## src/rtl/i2s_pkg.sv

```systemverilog
// i2s_pkg: types and constants shared by the I2S clock generator, receiver
// and transmitter.
//   i2s_rx_state_t : receiver word-alignment state
//   I2S_LEFT/RIGHT : ws / channel encoding
package i2s_pkg;

  typedef enum logic [1:0] {
    ALIGN,
    CAPTURE,
    DRAIN
  } i2s_rx_state_t;

  localparam logic I2S_LEFT  = 1'b0;
  localparam logic I2S_RIGHT = 1'b1;

endpackage

```

## src/rtl/i2s_receiver_sync_2ff.sv

```systemverilog
// sync_2ff: two-flop synchronizer for a single asynchronous bit.
//   clk_in : destination clock
//   rst_in : synchronous active-low reset, both flops clear to 0
//   d      : asynchronous input
//   q      : synchronized output (two-cycle latency)
module sync_2ff (
  input  logic clk_in,
  input  logic rst_in,
  input  logic d,
  output logic q
);

  logic meta;

  always_ff @(posedge clk_in) begin
    if (!rst_in) begin
      meta <= 1'b0;
      q    <= 1'b0;
    end else begin
      meta <= d;
      q    <= meta;
    end
  end

endmodule

```

## src/rtl/i2s_receiver.sv

```systemverilog
// i2s_receiver: deserializes I2S mic data into parallel PCM samples.
//   clk_in        : system clock (rising edge)
//   rst_in        : synchronous active-low reset
//   sck, ws       : bit clock / word select, registered in clk_in domain
//   sd            : asynchronous serial data from the mic
//   sample_out    : last completed sample, MSB-first capture, no sign extension
//   channel_out   : channel of sample_out (0 left, 1 right)
//   valid_out     : one-cycle pulse when sample_out/channel_out update
//   frame_err_out : one-cycle pulse when a slot ends before SAMPLE_WIDTH bits
// Build option: I2S_RX_RIGHT_EN defined captures both channels; undefined is
// the left-only mono build (right slots drained, channel_out stays 0).
module i2s_receiver
  import i2s_pkg::*;
#(
  parameter int unsigned SAMPLE_WIDTH       = 24,
  parameter int unsigned OVER_SAMPLING_RATE = 64
) (
  input  logic                    clk_in,
  input  logic                    rst_in,
  input  logic                    sck,
  input  logic                    ws,
  input  logic                    sd,
  output logic [SAMPLE_WIDTH-1:0] sample_out,
  output logic                    channel_out,
  output logic                    valid_out,
  output logic                    frame_err_out
);

  localparam int unsigned SLOT_BITS = OVER_SAMPLING_RATE / 2;
  localparam int unsigned CNT_W     = $clog2(SLOT_BITS) + 1;

  // Configuration sanity: the word plus the one-bit I2S delay must fit a slot.
  if (SAMPLE_WIDTH < 8 || SAMPLE_WIDTH >= SLOT_BITS) begin : g_bad_cfg
    $error("i2s_receiver: SAMPLE_WIDTH must be in 8..OVER_SAMPLING_RATE/2-1");
  end

  logic                    sd_s;
  logic                    sck_q;
  logic                    ws_q;
  logic                    rise_c;
  logic                    boundary_c;
  logic                    slot_en_c;
  logic                    next_chan_c;
  logic                    chan;
  logic [CNT_W-1:0]        bit_cnt;
  logic [SAMPLE_WIDTH-2:0] shreg;
  i2s_rx_state_t           state;

  sync_2ff u_sd_sync (
    .clk_in (clk_in),
    .rst_in (rst_in),
    .d      (sd),
    .q      (sd_s)
  );

  assign rise_c     = sck & ~sck_q;
  assign boundary_c = rise_c & (ws != ws_q);

  // Which slots are captured, and the channel they report.
`ifdef I2S_RX_RIGHT_EN
  assign slot_en_c   = 1'b1;
  assign next_chan_c = ws;
`else
  assign slot_en_c   = (ws == I2S_LEFT);
  assign next_chan_c = I2S_LEFT;
`endif

  // Edge detect, slot alignment and shift-in of the serial word.
  always_ff @(posedge clk_in) begin
    if (!rst_in) begin
      sck_q         <= 1'b0;
      ws_q          <= 1'b0;
      state         <= ALIGN;
      chan          <= I2S_LEFT;
      bit_cnt       <= '0;
      shreg         <= '0;
      sample_out    <= '0;
      channel_out   <= I2S_LEFT;
      valid_out     <= 1'b0;
      frame_err_out <= 1'b0;
    end else begin
      valid_out     <= 1'b0;
      frame_err_out <= 1'b0;
      sck_q         <= sck;
      if (rise_c) begin
        ws_q <= ws;
      end

      case (state)
        ALIGN, DRAIN: begin
          // The boundary rise carries the previous slot's LSB; MSB is next.
          if (boundary_c) begin
            bit_cnt <= '0;
            if (slot_en_c) begin
              chan  <= next_chan_c;
              state <= CAPTURE;
            end else begin
              state <= DRAIN;
            end
          end
        end

        CAPTURE: begin
          if (boundary_c) begin
            // Slot ended early: drop the partial word and realign.
            frame_err_out <= 1'b1;
            bit_cnt       <= '0;
            if (slot_en_c) begin
              chan  <= next_chan_c;
              state <= CAPTURE;
            end else begin
              state <= DRAIN;
            end
          end else if (rise_c) begin
            shreg   <= {shreg[SAMPLE_WIDTH-3:0], sd_s};
            bit_cnt <= bit_cnt + CNT_W'(1);
            if (bit_cnt == CNT_W'(SAMPLE_WIDTH - 1)) begin
              sample_out  <= {shreg, sd_s};
              channel_out <= chan;
              valid_out   <= 1'b1;
              state       <= DRAIN;
            end
          end
        end

        default: state <= ALIGN;
      endcase
    end
  end

endmodule

```

## config.mk

```make
export PLATFORM = sky130hd
export DESIGN_NAME = i2s_receiver
export DESIGN_NICKNAME = d
export VERILOG_FILES = /design/src/rtl/i2s_pkg.sv /design/src/rtl/i2s_receiver_sync_2ff.sv /design/src/rtl/i2s_receiver.sv
export SDC_FILE = /design/constraint.sdc
export NUM_CORES = 1
export LEC_CHECK = 0
export BUFFER_PORTS_ARGS = -buffer_cell sky130_fd_sc_hd__buf_2
export CORE_MARGIN = 2
export CORE_UTILIZATION = 50
export CTS_BUF_LIST = sky130_fd_sc_hd__clkbuf_16
export DETAILED_ROUTE_END_ITERATION = 10
export PLACE_DENSITY_LB_ADDON = 0.1
export SLEW_MARGIN = 0
export SYNTH_ARGS = -nofsm -noshare
export SYNTH_HDL_FRONTEND = slang
export SYNTH_SLANG_ARGS = --single-unit
export TNS_END_PERCENT = 50
```

## constraint.sdc

```tcl
create_clock -name clk_in -period 4.55 [get_ports clk_in]
set_clock_uncertainty 0.05 [all_clocks]
set_input_delay 0.91 -clock clk_in [delete_from_list [all_inputs] [get_ports clk_in]]
set_output_delay 0.91 -clock clk_in [all_outputs]
set_load 0.02 [all_outputs]
```

==> After elaboration in Yosys (flattened, before gate mapping) <==
Index checks and enable logic that the tools add are counted.
{ "op_classes": {"n_addsub": 1, "eq_ne": 7, "muxes": 12, "n_bitwise": 7, "n_reduce_logical": 9} }
{ "op_table": {"columns": ["operator", "count"], "rows": [
  ["6-bit 2-to-1 mux", 3],
  ["6-bit case mux with 2 select lines", 1],
  ["2-bit 2-to-1 mux", 5],
  ["3-bit AND reduction", 3],
  ["6-bit by 1-bit adder with 6-bit output, second input constant", 1],
  ["6-bit by 5-bit equality test with 1-bit output, second input constant", 1],
  ["3-bit != test, second input constant", 2],
  ["1-bit NOT", 5],
  ["2-bit case mux with 2 select lines", 1],
  ["4-bit AND reduction", 1],
  ["4-bit OR reduction", 1],
  ["1-bit bitwise AND", 2],
  ["2-bit by 1-bit equality test with 1-bit output, second input constant", 1],
  ["2-bit equality test, second input constant", 1],
  ["2-bit logical NOT", 1],
  ["1-bit 2-to-1 mux", 2],
  ["2-bit != test, second input constant", 1],
  ["2-bit AND reduction", 1],
  ["2-bit nonzero test", 1],
  ["2-bit OR reduction", 1],
  ["1-bit != test", 1]
]} }
{ "totals": {"reg_bits": 61, "in_bits": 5, "output_inout_bits": 27, "word_cells": 46} }

==> Depth between registers and ports, before layout <==
Gate-level depths: netlist of run 1.
{ "depth": {"word_depth": 5, "depth_mapped": 7, "depth_no_buf": 5} }

==> By module <==
From an unflattened synthesis of run 1, not the netlist that was laid out.
{ "unflattened": {"cells_unflattened": 250, "hier_area_um2": 2303.5} }
{ "by_module_without_submodules": {"columns": ["module", "instances", "cells_each", "area_per_inst_um2"], "rows": [
  ["i2s_receiver", 1, 246, 2250.9],
  ["sync_2ff", 1, 4, 52.6]
]} }

==> Worst setup path after synthesis of run 1 <==
Ideal clock, no wire load.
{ "synth_timing": {"path_kind": "input -> register", "from": "in ws", "to": "reg sample_out[0]", "setup_ns": 0.116, "arrival_time_ns": 2.077, "setup_slack_ns": 2.307, "cell_stages": 5, "n_path_buf": 1, "cell_sequence": "xor2_4 nor4_4 buf_6 mux2i_1 nor2b_1"} }
{ "synth_between": {"elab_chain_cells": 4} }
{ "synth_rtl": {"columns": ["element", "line_no", "text"], "rows": [
  ["start, declared", "i2s_receiver.sv:21", "input logic ws,"],
  ["1-bit != test", "i2s_receiver.sv:57", "assign boundary_c = rise_c & (ws != ws_q);"],
  ["1-bit bitwise AND", "i2s_receiver.sv:57", null],
  ["1-bit NOT (no source line)", null, null],
  ["4-bit AND reduction (no source line)", null, null],
  ["end signal, assigned", "i2s_receiver.sv:118", "sample_out <= {shreg, sd_s};"],
  ["end, declared", "i2s_receiver.sv:23", "output logic [SAMPLE_WIDTH-1:0] sample_out,"]
]} }
No other way between the ends.
A chain may end at the register's enable or synchronous reset.

==> Worst setup path in the final report of run 1 <==
{ "layout_timing": {"from": "in ws", "to": "reg shreg[5]"} }
{ "layout_between": {"elab_chain_cells": 4} }
{ "layout_rtl": {"columns": ["element", "line_no", "text"], "rows": [
  ["1-bit != test", "i2s_receiver.sv:57", null],
  ["1-bit bitwise AND", "i2s_receiver.sv:57", null],
  ["1-bit NOT (no source line)", null, null],
  ["3-bit AND reduction (no source line)", null, null],
  ["end signal, assigned", "i2s_receiver.sv:115", "shreg <= {shreg[SAMPLE_WIDTH-3:0], sd_s};"],
  ["end, declared", "i2s_receiver.sv:46", "logic [SAMPLE_WIDTH-2:0] shreg;"]
]} }
No other way between the ends.

==> results.md, run 1 <==
- CP Data Arrival Time: approximately 2400 ps
- Reg2Reg Launch Point: state[0]
- Sequential area share after synthesis: roughly half
- Distinct cells, synth: 37
- Placed Instances: 333
- Largest net degree at the start of global routing: 57
- Root Driver: clkbuf_16
- Final Wtd Congestion: around 0.76
- NetSw: 0.247 mW
- Final max-slew violation count: 0
- Post-cts resize count: 0
- GRT Overall Usage: between 10% and 20%
- First-pass GRT wire length: around 7700 um
- Place WS: ~2000 ps
- Initial Util: about half
- Via count: about 1,700
- Post-CTS setup buffers: 0
- Status: finished clean
- Critical path's largest stage delay: slightly below 700 ps
- # diodes: 0
- Final cell count without fillers: 349
- CP delay by family, top: simple AND/OR/NAND/NOR gates
- Clock Tree Buf Depth: 2
- Wire per inst: about 13 um
- TritonCTS clock tree: built
- Syn. warnings: 0
- Post-DRT Antenna Nets: 0
- Bufs and invs on worst path: 1
- Fin. Hold Viols: 0
- Ports: 32
- Most common cell after layout, fill and taps aside: dfxtp_1
- Sequential power share: 44.6%
- Slew HR: 46.9%
- Setup TNS Final: 0 ps
- Post-DP HPWL: around 2600 um
- Nets: between 200 and 300
- Core area: about 4700 um2
- Clock share of power: ~53%
- Drt first pass iters: 4
- Switching Fraction: between 20% and 30%
- Initial antenna violation count: 0
- CTS Hold Bufs: 0
- Via density: approximately 5
- Clock Latency Late Sink: around 320 ps
- Drt drc: 0
- Gate Count Post-Synth: about 250
- Setup violators final: 0
- CTS buffer count: 9
- Clock sinks: about 60
- Syn Area/Cell: 9.80 um2
- Critical Path Slowest Stage Cell: or2_1
- Overall power: roughly 1.2 mW
- PnR worst setup slack: 2390 ps
- Min Clock Period, post-route: between 2000 and 2500 ps
- FF+latch count, synth: 61
- HP Class: reg2reg
- HP Start: u_sd_sync.meta
- Crit-path cells: buf_2 -> xor2_4 -> or2_1 -> nand2_1 -> a21boi_0
- RSZ-0062 raised after global routing: false
- CP Class: in2reg
- CP startpoint: ws
- Final period util: 47.4%
- Netlist Area Pre-Place: ~2400 um2
- Total of max-cap violations: 0
- P&R area growth vs syn: 18.5%
- Iter 0 DRT Violations: 106
- PD cells: approximately 420 nW/um2
- Clock transition at the registers of the reported paths: 50 ps
- Vias in the first global route: approximately 1,600
- DIE HEIGHT: roughly 74 um
- Fill cell count: between 300 and 400
- H-tree depth: 3
- Mapped Nets: roughly 260
- Internal Dissipation: ~0.97 mW
- FMAX: about 460 MHz
- Total Routed Length: approximately 4400 um
- Worst setup SP type: input port
- Die W: ~74 um
- CP required: between 4000 and 5000 ps
- Comb power frac: about 2.8%
- Row Count: 25
- Remaining Overflow, GRT: 0
- Lkg Pwr: around 1.1 nW
- Port Buffers: 30
- Critical Path Sink Type: flop
- Layout cell share with drive strength beyond 1: between 10% and 20%
- Commonest cells after routing, fill and taps aside: dfxtp_1 (61), nand2_1 (55), buf_2 (30)
- VDD IR-drop max: between 0.0002 and 0.00025 V
- Worst-margin pin slew: roughly 800 ps
- Worst-path fanout max: 23
- Die ar.: between 5000 and 6000 um2
logic make-up after synthesis:
| group | Yosys count | share of synthesized area [%] |
|---|---|---|
| buffers and inverters | 16 | 3.48 |
| other | 1 | 0.154 |
| flip-flops | 61 | 50.0 |
| AND/OR/NAND/NOR | 105 | 22.1 |
| XOR/XNOR | 4 | 2.20 |
| AO/OA/AOI/OAI | 37 | 11.6 |
| multiplexers | 24 | 9.84 |
| adder cells (fa/ha/maj) | 1 | 0.512 |
Yosys cell counts:
library cell / instances / area (um2)
or3_1: 1 / 6.26
nand2b_1: 1 / 6.26
a21oi_1: 5 / 25.0
ha_1: 1 / 12.5
nand4bb_2: 1 / 16.3
dfxtp_1: 61 / 1220
nand2_1: 55 / 206
and2_1: 4 / 25.0
xor2_4: 1 / 27.5
nand3_1: 3 / 15.0
conb_1: 1 / 3.75
nand4b_1: 1 / 8.76
o211ai_4: 1 / 21.3
clkbuf_1: 9 / 33.8
xor2_1: 3 / 26.3
and4b_1: 1 / 10.0
nor2_1: 6 / 22.5
buf_4: 2 / 15.0
or3b_1: 1 / 8.76
o31ai_1: 1 / 7.51
o21ai_0: 1 / 5.00
nor2b_1: 25 / 156
or2_1: 1 / 6.26
buf_6: 2 / 22.5
nor4_4: 1 / 21.3
o2111ai_1: 2 / 17.5
and2b_1: 1 / 7.51
inv_1: 1 / 3.75
mux2i_1: 24 / 240
and3_2: 1 / 7.51
and3b_1: 1 / 8.76
a221o_2: 1 / 11.3
or4_1: 1 / 7.51
a21boi_1: 21 / 158
buf_2: 2 / 10.0
o221ai_1: 1 / 8.76
a21boi_0: 4 / 30.0
layer usage:
layer  track usage [%]  wire length, um  share of wire, %
met1              25.9             2190                50
met5                 0                0                 0
met3              6.17              172               3.9
met2              25.8             1930                44
met4              9.70               86               2.0
registers in the layout, summed over array words and instances, names as in the netlist:
register and count:
sample_out 24, shreg 23, bit_cnt 6, state 2
frame_err_out 1, sck_q 1, u_sd_sync.meta 1, u_sd_sync.q 1
valid_out 1, ws_q 1
worst paths after layout:
kind / to / slack, ps / depth (start not counted)
worst min register to register: u_sd_sync.q / 380 / 1
worst max-delay path: shreg[5] / 2390 / 5
worst min-delay path: u_sd_sync.q / 380 / 1
worst max register to register: sample_out[18] / 2590 / 5
final cells by class:
class / instances / area (um2) / area share [%]
Sequential cell: 61 / 1220 / 42.2
Multi-Input combinational cell: 172 / 1130 / 39.2
Clock buffer: 9 / 225 / 7.79
Timing Repair Buffer: 32 / 165 / 5.71
Tap cell: 67 / 83.8 / 2.90
Clock inverter: 7 / 58.8 / 2.03
Inverter: 1 / 3.75 / 0.130
stage by stage:
stage	hold slack, ps	utilization, %	area [um2]
global placement	367	55.2	2610
finish	383	61.2	2890
detailed placement	375	55.2	2610
CTS	387	61.2	2890
floorplan	362	-	2440
global route	395	61.2	2890
power by group through the flow:
stage | sequential (mW) | combinational [mW] | clock (mW)
after floorplan | 0.551 | 0.0278 | 0
after global placement | 0.552 | 0.0332 | 0
after detailed placement | 0.552 | 0.0333 | 0
after CTS | 0.541 | 0.0335 | 0.652
after global routing | 0.541 | 0.0368 | 0.675
final | 0.541 | 0.0334 | 0.640
Note: power is estimated with default switching activity, not from simulation.
==> run 2: changes to the inputs <==
clock period = 2.1 ns   (was 4.55 ns; I/O delays follow)
==> run 2 against run 1 <==
Effect of this change: worst hold slack worse by 130 ps; non-clock buffer count rose by 5; global-route usage shrank 0.91 points; first-iteration DRC count decreased by 32%; sequential share of layout area shrank 0.54 points; sequential cell count unchanged; final cell count grew 1.4%; largest power group unchanged.
==> results.md, run 2 (same netlist as run 1, synthesis figures left out) <==
- Final cell count without fillers: 354 (was 349)
- Port Buffers: 30 (unchanged)
- Final instance area: 2930 um2 (was 2890 um2)
- Worst-path fanout max: 15 (was 23)
- Post-CTS setup buffers: 0 (unchanged)
- Most flops, register: sample_out (unchanged)
- Initial antenna violation count: 0 (unchanged)
- RSZ-0062 raised after global routing: false (unchanged)
- Fin. Hold Viols: 0 (unchanged)
- Via density: 5.00 (was 5.01)
- Clock transition at the registers of the reported paths: 50 ps (about the same)
- Largest regs: sample_out: 24 flops, shreg: 23 flops, bit_cnt: 6 flops (unchanged)
- Post-DP HPWL: 2810 um (was 2570 um)
- Drt drc: 0 (unchanged)
- Post-DRT Antenna Nets: 0 (unchanged)
- TritonCTS clock tree: built (unchanged)
- Critical Path Slowest Stage Cell: dfxtp_1 (was or2_1)
- Vias in the first global route: 1,586 (was 1,614)
- Clock sinks: 61 (unchanged)
- Die W: 73.9 um (unchanged)
- Via count: 1,771 (was 1,748)
- Wire per inst: 12.4 um (was 12.5 um)
- Setup violators final: 0 (unchanged)
- Comb power frac: 3.1% (was 2.8%)
- Commonest cells after routing, fill and taps aside: dfxtp_1 (61), nand2_1 (55), buf_2 (30) (unchanged)
- H-tree depth: 3 (unchanged)
- Iter 0 DRT Violations: 72 (was 106)
- Internal Dissipation: 1.98 mW (was 0.968 mW)
- CP required: 2260 ps (was 4750 ps)
- P&R area growth vs syn: 20.0% (was 18.5%)
- Initial Util: 51.7% (unchanged)
- Max reg flops: 24 (unchanged)
- Clock Tree Buf Depth: 2 (unchanged)
- Die ar.: 5460 um2 (unchanged)
- Lkg Pwr: 1.08 nW (was 1.06 nW)
- Critical path's largest stage delay: 370 ps (was 680 ps)
- Crit-path cells: ha_1 -> nand4b_1 -> nor4_4 -> buf_4 -> mux2i_1 -> nor2b_1 (was buf_2 -> xor2_4 -> or2_1 -> nand2_1 -> a21boi_0)
- Total Routed Length: 4400 um (was 4380 um)
- Largest net degree at the start of global routing: 32 (was 57)
- NetSw: 0.531 mW (was 0.247 mW)
- Remaining Overflow, GRT: 0 (unchanged)
- Nets: 288 (was 283)
- Row Count: 25 (unchanged)
- Status: finished clean (unchanged)
- Most common cell after layout, fill and taps aside: dfxtp_1 (unchanged)
- Min Clock Period, post-route: 1840 ps
- PD cells: 856 nW/um2 (was 420 nW/um2)
- Final period util: between 80 and 90%
- FMAX: about 540 MHz
- Final Wtd Congestion: 0.804 (was 0.757)
- Total of max-cap violations: 0 (unchanged)
- Root Driver: clkbuf_16 (unchanged)
- CTS buffer count: 9 (unchanged)
- # diodes: 0 (unchanged)
- CP Data Arrival Time: 2000 ps (was 2350 ps)
- DIE HEIGHT: 73.9 um (unchanged)
- Layout cell share with drive strength beyond 1: 19.2% (was 17.7%)
- VDD IR-drop max: 0.000415 V (was 0.000210 V)
- Overall power: 2.51 mW (was 1.21 mW)
- Clock Latency Late Sink: 320 ps (about the same)
- Placed Instances: 338 (was 333)
- HP Class: in2reg (was reg2reg)
- Sequential power share: 46.7% (was 44.6%)
- Ports: 32 (unchanged)
- Dpl cell area: 2670 um2 (was 2610 um2)
- Critical Path Sink Type: flop (unchanged)
- Worst setup SP type: flop (was input port)
- Final max-slew violation count: 0 (unchanged)
- Setup TNS Final: 0 ps (unchanged)
- First-pass GRT wire length: 7270 um (was 7650 um)
- CP Class: reg2reg (was in2reg)
- Clock share of power: 50.2% (was 52.7%)
- Post-cts resize count: 0 (unchanged)
- Switching Fraction: 21.2% (was 20.3%)
- Core area: 4720 um2 (unchanged)
- GRT Overall Usage: 17.8% (was 18.7%)
- Drt first pass iters: 4 (unchanged)
- CTS Hold Bufs: 0 (unchanged)
## run 2: changes by cell type in the layout (fill, tap and decap cells not counted), sizes merged
cell    change
buf         +5
bufinv      -1
inv         -1
clkinv      +2
## run 2: power by group through the flow
stage | logic [mW] | clock network (mW) | registers [mW]
2_1_floorplan | 0.0602 | 0 | 1.19
3_3_place_gp | 0.0789 | 0 | 1.19
3_5_place_dp | 0.0794 | 0 | 1.19
4_1_cts | 0.0797 | 1.29 | 1.17
5_1_grt | 0.0860 | 1.33 | 1.17
6_report | 0.0790 | 1.26 | 1.17
## run 2: metal layers
metal	GRT usage [%]	vias to the layer above	wire length (um)
li1	-	895	-
met1	23.0	833	2160
met2	26.1	33	1960
met3	4.39	10	171
met4	12.1	0	112
met5	0	-	0
## run 2: final timing paths
check / from / endpoint / slack (ps) / cells after the start
min: sd / u_sd_sync.meta / 260 / 2
max: bit_cnt[0] / sample_out[13] / 260 / 6
max reg2reg: bit_cnt[0] / sample_out[13] / 260 / 6
min reg2reg: u_sd_sync.meta / u_sd_sync.q / 380 / 1
## run 2: critical path: cells and delay by family (launching register included)
family / cells / cell delay (ps)
AND/OR/NAND/NOR: 3 / 520
flip-flops: 1 / 370
multiplexers: 1 / 250
adder cells (fa/ha/maj): 1 / 220
buffers and inverters: 1 / 320
## run 2: metrics by stage
step	hold WS, ps	setup slack [ps]	utilization, %
6_report	256	262	62.0
5_1_grt	259	100	62.0
4_1_cts	249	239	62.0
3_5_place_dp	377	247	56.6
3_3_place_gp	365	305	56.6
2_1_floorplan	362	344	-
## run 2: area by class of cell
| cell class | count | area (um2) |
|---|---|---|
| Clock inverter | 7 | 33.8 |
| Multi-Input combinational cell | 172 | 1130 |
| Sequential cell | 61 | 1220 |
| Clock buffer | 9 | 225 |
| Timing Repair Buffer | 37 | 228 |
| Tap cell | 67 | 83.8 |
| Inverter | 1 | 3.75 |
| Fill cell | 416 | 1790 |
